--- config.mk ---
export PLATFORM = sky130hd
export DESIGN_NAME = fetch_stage_flat
export DESIGN_NICKNAME = d
export VERILOG_FILES = /design/src/rtl/fetch_stage_if.sv /design/src/rtl/fetch_stage.sv /design/src/flat_wrapper.sv
export SDC_FILE = /design/constraint.sdc
export NUM_CORES = 1
export LEC_CHECK = 0
export BUFFER_PORTS_ARGS = -buffer_cell sky130_fd_sc_hd__buf_2
export CAP_MARGIN = 10
export CORE_ASPECT_RATIO = 1.25
export CORE_MARGIN = 3
export CORE_UTILIZATION = 25
export CTS_CLUSTER_DIAMETER = 60
export DETAILED_ROUTE_END_ITERATION = 12
export HOLD_SLACK_MARGIN = 0.03
export SLEW_MARGIN = 15
export SYNTH_ARGS = -nofsm -noshare
export SYNTH_HDL_FRONTEND = slang
export SYNTH_SLANG_ARGS = --single-unit
--- constraint.sdc ---
create_clock -name clk -period 5.66 [get_ports clk]
set_input_delay 0.283 -clock clk [delete_from_list [all_inputs] [get_ports clk]]
set_output_delay 0.283 -clock clk [all_outputs]
set_load 0.005 [all_outputs]
--- src/rtl/fetch_stage_if.sv ---
// Instruction-memory request/acknowledge bus between the fetch stage (master) and imem (slave).
// A transfer happens on any cycle where imem_req and imem_ack are both high.
interface fetch_stage_if #(
   parameter int PC_W   = 12,
   parameter int INST_W = 16
);
   logic              imem_req;
   logic [PC_W-1:0]   imem_addr;
   logic              imem_ack;
   logic [INST_W-1:0] imem_rdata;

   modport master (
      output imem_req,
      output imem_addr,
      input  imem_ack,
      input  imem_rdata
   );

   modport slave (
      input  imem_req,
      input  imem_addr,
      output imem_ack,
      output imem_rdata
   );
endinterface

--- src/rtl/fetch_stage.sv ---
// Instruction fetch: owns the fetch PC, issues single-outstanding imem reads and buffers
// returned words in a 2-entry queue whose head is the IF/ID word seen by decode.
module fetch_stage #(
   parameter int                PC_W     = 12,
   parameter int                INST_W   = 16,
   parameter logic [PC_W-1:0]   RESET_PC = '0,
   parameter logic [INST_W-1:0] NOP_INST = '0
) (
   input  logic              clk,
   input  logic              rst,
   fetch_stage_if.master     imem,
   input  logic              stallD_i,
   input  logic              branch_taken_i,
   input  logic [PC_W-1:0]   PC_branch_i,
   output logic [INST_W-1:0] instD_o,
   output logic [PC_W-1:0]   pcD_o,
   output logic              validD_o
);

   typedef enum logic [1:0] {
      S_BOOT     = 2'd0,
      S_RUN      = 2'd1,
      S_REDIRECT = 2'd2
   } state_e;

   state_e            state_q, state_d;
   logic [PC_W-1:0]   fetch_pc_q, fetch_pc_d;
   logic [1:0]        count_q, count_d;
   logic [PC_W-1:0]   qpc_q   [2];
   logic [PC_W-1:0]   qpc_d   [2];
   logic [INST_W-1:0] qinst_q [2];
   logic [INST_W-1:0] qinst_d [2];

   logic in_run;
   logic valid;
   logic pop;
   logic req;
   logic redirect;
   logic push;
   logic wr_slot;

   always_ff @(posedge clk or posedge rst) begin
      if (rst) begin
         state_q <= S_BOOT;
      end else begin
         state_q <= state_d;
      end
   end

   always_comb begin
      state_d = state_q;
      unique case (state_q)
         S_BOOT:     state_d = S_RUN;
         S_RUN:      if (branch_taken_i) state_d = S_REDIRECT;
         S_REDIRECT: state_d = S_RUN;
         default:    state_d = S_BOOT;
      endcase
   end

   // A full queue may only request again when its head leaves this same cycle.
   always_comb begin
      in_run   = (state_q == S_RUN);
      valid    = (count_q != 2'd0) && (state_q != S_REDIRECT);
      pop      = valid && !stallD_i;
      req      = in_run && ((count_q < 2'd2) || pop);
      redirect = in_run && branch_taken_i;
      push     = req && imem.imem_ack && !redirect;
   end

   always_comb begin
      fetch_pc_d = fetch_pc_q;
      count_d    = count_q;
      qpc_d      = qpc_q;
      qinst_d    = qinst_q;
      wr_slot    = (count_q == 2'd2) || ((count_q == 2'd1) && !pop);
      if (redirect) begin
         fetch_pc_d = PC_branch_i;
         count_d    = 2'd0;
      end else begin
         if (pop) begin
            qpc_d[0]   = qpc_q[1];
            qinst_d[0] = qinst_q[1];
         end
         if (push) begin
            qpc_d[wr_slot]   = fetch_pc_q;
            qinst_d[wr_slot] = imem.imem_rdata;
            fetch_pc_d       = fetch_pc_q + PC_W'(1);
         end
         count_d = count_q + {1'b0, push} - {1'b0, pop};
      end
   end

   always_ff @(posedge clk or posedge rst) begin
      if (rst) begin
         fetch_pc_q <= RESET_PC;
         count_q    <= 2'd0;
         for (int i = 0; i < 2; i++) begin
            qpc_q[i]   <= '0;
            qinst_q[i] <= '0;
         end
      end else begin
         fetch_pc_q <= fetch_pc_d;
         count_q    <= count_d;
         for (int i = 0; i < 2; i++) begin
            qpc_q[i]   <= qpc_d[i];
            qinst_q[i] <= qinst_d[i];
         end
      end
   end

   // With nothing to present, pcD tracks the address that will be fetched next.
   assign imem.imem_req  = req;
   assign imem.imem_addr = fetch_pc_q;
   assign validD_o       = valid;
   assign instD_o        = valid ? qinst_q[0] : NOP_INST;
   assign pcD_o          = valid ? qpc_q[0] : fetch_pc_q;

endmodule
--- src/flat_wrapper.sv ---
// flat-port wrapper written by rule: the top's interface ports become plain ports
module fetch_stage_flat 
#(
   parameter int                PC_W     = 12,
   parameter int                INST_W   = 16,
   parameter logic [PC_W-1:0]   RESET_PC = '0,
   parameter logic [INST_W-1:0] NOP_INST = '0
)
  (clk, rst, stallD_i, branch_taken_i, PC_branch_i, instD_o, pcD_o, validD_o, imem_imem_req, imem_imem_addr, imem_imem_ack, imem_imem_rdata);
  fetch_stage_if #(.PC_W(PC_W), .INST_W(INST_W)) imem_i ();
  input  logic clk;
  input  logic rst;
  input  logic stallD_i;
  input  logic branch_taken_i;
  input  logic [PC_W-1:0] PC_branch_i;
  output logic [INST_W-1:0] instD_o;
  output logic [PC_W-1:0] pcD_o;
  output logic validD_o;
  output wire logic [$bits(imem_i.imem_req)-1:0] imem_imem_req;
  output wire logic [$bits(imem_i.imem_addr)-1:0] imem_imem_addr;
  input wire logic [$bits(imem_i.imem_ack)-1:0] imem_imem_ack;
  input wire logic [$bits(imem_i.imem_rdata)-1:0] imem_imem_rdata;
  assign imem_imem_req = imem_i.imem_req;
  assign imem_imem_addr = imem_i.imem_addr;
  assign imem_i.imem_ack = imem_imem_ack;
  assign imem_i.imem_rdata = imem_imem_rdata;
  fetch_stage #(.PC_W(PC_W), .INST_W(INST_W), .RESET_PC(RESET_PC), .NOP_INST(NOP_INST)) u_core (.clk(clk), .rst(rst), .imem(imem_i), .stallD_i(stallD_i), .branch_taken_i(branch_taken_i), .PC_branch_i(PC_branch_i), .instD_o(instD_o), .pcD_o(pcD_o), .validD_o(validD_o));
endmodule
* Word-level counts from Yosys, hierarchy flattened
Index checks and enable logic that the tools add are counted.
** Storage, ports and cells
- Flip-flop bits (word level) :: 72
- Input port bits :: 33
- Output and inout bits :: 42
- Logic and storage cells :: 58
** Operators by class
- $add $sub $neg :: 3
- Order comparisons :: 3
- Equality and inequality tests :: 6
- Muxes and demuxes :: 19
- Bitwise logic cells :: 2
- Reductions and logical operators :: 18
** Operators by type and width (count)
- 2-to-1 mux 12 bit :: 6
- 2-to-1 mux 16 bit :: 4
- bitwise mux 32 bit :: 1
- 2-to-1 mux 32 bit :: 1
- bitwise mux 24 bit :: 1
- 2-to-1 mux 24 bit :: 1
- demux 16 bit (select 1 bit) :: 1
- adder 12 x 1 -> 12 bit, second input constant :: 1
- demux 12 bit (select 1 bit) :: 1
- logical AND 1 bit :: 8
- == test 2 x 1 -> 1 bit, second input constant :: 2
- == test 2 bit, second input constant :: 2
- 2-to-1 mux 2 bit :: 2
- != test 2 bit, second input constant :: 2
- one-hot mux 2 bit (2 select lines) :: 1
- nonzero test 2 bit :: 2
- logical NOT 1 bit :: 3
- adder 2 x 1 -> 2 bit :: 1
- greater-or-equal comparator 2 bit, second input constant :: 1
- logical NOT 2 bit :: 1
- logical OR 1 bit :: 2
- < comparator 2 x 1 -> 1 bit, second input constant :: 1
- < comparator 2 bit, second input constant :: 1
- inverter 1 -> 2 bit :: 1
- other kinds (4) :: 4

* Longest topological paths before layout
- Depth in word-level cells :: 13
- Depth in mapped cells :: 11
- Gate-level depth less buffers :: 9

* Least setup slack after synthesis
No wires, ideal clock.
- Path type :: reg2reg
- From :: reg u_core.count_q[0]
- To :: reg u_core.count_q[1]
- Setup time :: 0.131 ns
- Arrival :: 1.839 ns
- Setup slack :: 3.690 ns
- Stages on the path, launching flop included :: 12
- Buffers on the path :: 2
- Clock period less this slack :: 1.970 ns
- Cells stage by stage :: dfrtp_1 -> or2_1 -> buf_2 -> nand3_1 -> inv_1 -> buf_2 -> ha_1 -> inv_1 -> ha_1 -> xor2_1 -> xnor2_1 -> nor2_1
** Between the ends
- Word-level cells in the longest chain between the ends :: 10
** RTL lines
- start, declared :: RTL line fetch_stage.sv:28 : logic [1:0] count_q, count_d;
- start signal, assigned :: RTL line fetch_stage.sv:103 : count_q <= count_d;
- nonzero test 2 bit :: RTL line fetch_stage.sv:63 : valid = (count_q != 2'd0) && (state_q != S_REDIRECT);
- logical AND 1 bit :: RTL line fetch_stage.sv:63
- logical AND 1 bit :: RTL line fetch_stage.sv:64 : pop = valid && !stallD_i;
- logical OR 1 bit :: RTL line fetch_stage.sv:65 : req = in_run && ((count_q < 2'd2) || pop);
- logical AND 1 bit :: RTL line fetch_stage.sv:65
- logical AND 1 bit (2 in a row) :: RTL line fetch_stage.sv:67 : push = req && imem.imem_ack && !redirect;
- adder 2 x 1 -> 2 bit :: RTL line fetch_stage.sv:89 : count_d = count_q + {1'b0, push} - {1'b0, pop};
- subtractor 2 x 1 -> 2 bit * :: RTL line fetch_stage.sv:89
- 2-to-1 mux 2 bit * :: RTL line fetch_stage.sv:76 : if (redirect) begin
- via u_core.count_d[1] :: RTL line fetch_stage.sv:28
Mark *: on every way through the listed nets, which the timed path passes. The rest lies on a longest branch.
A chain may end at the register's enable or synchronous reset.

* Final worst setup path
- From :: reg u_core.state_q[1]
- To :: reg u_core.fetch_pc_q[2], in the netlist u_core.imem.imem_addr[2]
** Between the ends
- Word-level cells in the longest chain between the ends :: 8
** RTL lines
- start, declared :: RTL line fetch_stage.sv:26 : state_e state_q, state_d;
- start signal, assigned :: RTL line fetch_stage.sv:46 : state_q <= state_d;
- != test 2 bit :: RTL line fetch_stage.sv:63
- logical AND 1 bit :: RTL line fetch_stage.sv:63
- logical AND 1 bit :: RTL line fetch_stage.sv:64
- logical OR 1 bit :: RTL line fetch_stage.sv:65
- logical AND 1 bit :: RTL line fetch_stage.sv:65
- logical AND 1 bit (2 in a row) :: RTL line fetch_stage.sv:67
- nonzero test 2 bit (no source line)
- end signal, assigned :: RTL line fetch_stage.sv:102 : fetch_pc_q <= fetch_pc_d;
- end, declared :: RTL line fetch_stage.sv:27 : logic [PC_W-1:0] fetch_pc_q, fetch_pc_d;
Parallel ways exist; a longest one is shown, timed or not.

==> summary.md <==
| Metric | Value |
|---|---|
| Clk buf depth | `2` |
| Worst-path clk slew | `0.06 ns` |
| CTS tree | `built` |
| Remaining global-route overflow | `0` |
| Part of the power in registers | `35.5%` |
| Mapped Area | `4090 sq um` |
| Post-Layout Cell Count | `664` |
| Buf+Inv Stages, Crit Path | `1` |
| CP Cell Sequence | `nor2b_1 -> nand2_2 -> inv_2 -> a31oi_2 -> o21bai_1 -> a221o_1` |
| Min Clock Period, post-route | `3.48 ns` |
| Fin crit share | `61.5%` |
| Main synth FF type | `dfrtp_1` |
| Unique masters post-synth | `46` |
| Share of layout cells above drive strength 1 | `26.4%` |
| WP data arrival | `3.71 ns` |
| Compound-Gate Fraction of Synth Area | `16.4%` |
| Die Span Y | `149 microns` |
| NetSw | `1020 uW` |
| Area grow syn2layout | `19.3%` |
| Clock Skew | `0.00529 ns` |
| Die W | `120 microns` |
| Worst slew margin | `24.3%` |
| Gate Count Post-Synth | `403` |
| Final setup viols | `0` |
| Mapped Nets | `439` |
| Max stage delay cell, worst path | `inv_2` |
| FP Rows | `51` |
| Cell Int Power | `1600 uW` |
| Unrepaired setup endpoints after global routing | `false` |
| Post-synthesis async set-or-reset flop share | `100%` |
| Multi-input gate area | `2030 sq um` |
| Place WS | `2.22 ns` |
| Final TNS setup | `0 ns` |
| WL per Instance | `19.1 microns` |
| Largest family of logic cells by synthesized area | `simple AND/OR/NAND/NOR gates` |
| ANT nets after route | `0` |
| Worst Setup End Kind | `flip-flop` |
| Leakage | `0.00212 uW` |
| Io pins | `75` |
| Post-CTS Setup Bufs | `0` |
| Synth Area in Adders | `0.919%` |
| Comb pwr share | `39.8%` |
| Worst Path Required | `5.88 ns` |
| Worst VDD drop | `0.000271 V` |
| Post-synth top area cell | `dfrtp_1` |
| TritonCTS buffer count | `9` |
| Startpoint types | `flip-flop` |
| Status | `complete, no violations` |
| Max Clock Freq | `0.287 GHz` |
| Wirelength, routed | `12700 microns` |
| H-tree Lvls | `3` |
| Cts hold-fix bufs | `0` |
| CP Max Fanout | `60` |
| Post-Synth XOR/XNOR Area | `0.857%` |
| Yosys top cell area share | `44.1%` |
| Tot GR Track Use | `14.1%` |
| Synthesis Warnings | `0` |
| EDFF count, synth | `0` |
| Fill cells | `1690` |
| First-pass GRT wire length | `20000 microns` |
| DP Wirelength | `7950 microns` |
| Register area | `1800 sq um` |
| Vias after detailed routing | `3601` |
| Initial antenna violation count | `0` |
| Latest clock arrival within the worst-skew pair | `0.34 ns` |
| Die area | `17900 sq um` |
| Port bufs | `74` |
| Worst Tran Pin Value | `1.13 ns` |
| Flop2flop setup slack | `2.18 ns` |
| Sequential area share after synthesis | `44.1%` |
| Delay-heaviest family, CP | `simple AND/OR/NAND/NOR gates` |
| CP peak stage delay | `0.97 ns` |
| Clk sinks | `72` |
| Initial core utilization | `25.8%` |
| Sw Ratio | `39.0%` |
| Vias in the first global route | `3649` |
| Top cells by area, synth | `dfrtp_1 44%, nand4_1 8.9%, o2111ai_1 6.0%` |
| Nets@finish | `483` |
| Mux cell area share after synthesis | `11.0%` |
| Post_cts resized | `0` |
| Post-Synth Simple-Gate Area | `20.1%` |
| Register bit total from synthesis | `72` |
| Path type of the worst setup path | `reg -> reg` |
| Worst hold path class | `in -> reg` |
| DR pass1 iterations | `4` |
| Pin count of the biggest net entering global routing | `73` |
| Routed vias/inst | `5.42` |
| Post-layout worst setup margin | `2.18 ns` |
| Max-cap violations | `0` |
| Detailed-route DRC error count | `0` |
| Power per cell area | `537 nW/um^2` |
| Endpoints failing hold | `0` |
| Clk root buf | `clkbuf_16` |
| 1st-iter DRT viols | `270` |
| Placed cells | `648` |
| Avg Synthesized Cell Area | `10.1 sq um` |
| Clock share of power | `24.7%` |
| RD Place Congestion | `0.756` |
| Core ar. | `15800 sq um` |
| Slew Viols, Final | `0` |
-- layer usage --
layer  part of all wire (%)  global-route usage, %  up-vias  wire length, microns
met5                      0                      0        -                     0
met4                    1.8                   5.56        0                   230
met3                    5.2                   2.88       20                   664
met2                     49                   23.2      106                  6170
met1                     44                   18.1     1818                  5590
li1                       -                      -     1657                     -
-- path summary, 6_finish.rpt --
path | startpoint | end | depth (start not counted)
worst min-delay path | PC_branch_i[1] | u_core.imem.imem_addr[1] | 3
max in group asynchronous | rst | async pin | 3
worst max-delay path | u_core.state_q[1] | u_core.imem.imem_addr[2] | 6
worst max register to register | u_core.state_q[1] | u_core.imem.imem_addr[2] | 6
worst min register to register | u_core.state_q[0] | u_core.state_q[0] | 1
min in group asynchronous | rst | async pin | 3
-- power groups by stage --
stage	Clock, uW	Sequential (uW)	Combinational [uW]
final	647	929	1040
after global routing	682	958	1150
after floorplan	0	874	758
after global placement	0	924	1010
after detailed placement	0	934	1050
after CTS	660	926	1050
-- layout by cell type, fill, tap and decap left out, types with 2 or more instances in the layout --
cell,n
a221o_1,4
and2_1,3
nor2b_1,2
nor2_1,6
o31a_1,3
bufinv_16,2
nor3_1,2
buf_2,74
inv_1,6
nand3_1,7
o2111ai_1,28
buf_4,4
and3_1,17
or4_1,2
mux2_1,21
nand2_1,40
o211ai_1,30
mux2_2,14
xnor2_1,2
xor2_1,2
mux2_4,3
a21o_1,2
inv_2,3
dfrtp_1,72
clkbuf_8,4
nand4_1,58
a21oi_1,2
ha_1,3
clkbuf_16,9
o21ai_0,8
-- cells in the mapped netlist (all sizes together) (3+ instances only) --
cell type,instances
o31a,3
nand3,7
and2,4
dfrtp,72
nand2,41
nor2,7
and3,17
nand4,58
a221o,4
o2111ai,28
mux2,38
buf,33
o21ai,8
inv,9
ha,3
clkbuf,12
a31oi,3
o211ai,30
-- worst register-to-register path, cell delays in order (launching register included) --
cell	delay (ns)
dfrtp_1	0.39
nor2b_1	0.46
nand2_2	0.78
inv_2	0.98
a31oi_2	0.23
o21bai_1	0.23
a221o_1	0.31
-- area by class of cell --
type,count,area share (%)
Inverter,9,0.693
Clock inverter,2,1.23
Clock buffer,13,5.75
Timing Repair Buffer,78,8.22
Antenna cell,1,0.0513
Multi-Input combinational cell,277,41.6
Tap cell,212,5.44
Sequential cell,72,37.0
-- cell families (layout without fill, tap and decap cells) --
| group | Yosys count | after routing |
|---|---|---|
| other cells | 0 | 1 |
| buf+inv | 54 | 102 |
| flops | 72 | 72 |
| mux | 39 | 39 |
| simple gates | 146 | 146 |
| xor+xnor | 4 | 4 |
| fa+ha+maj | 3 | 3 |
| compound gates | 85 | 85 |
-- stage by stage --
stage / cell area, sq um / total power (uW) / hold slack [ns] / util, %
after global placement: 4530 / 1940 / 0.454 / 28.6
after global routing: 4870 / 2790 / 0.168 / 30.8
after floorplan: 4090 / 1630 / 0.379 / -
final: 4870 / 2620 / 0.173 / 30.8
after detailed placement: 4530 / 1980 / 0.470 / 28.6
after CTS: 4870 / 2640 / 0.167 / 30.8
Power figures use the tool's default switching activity.
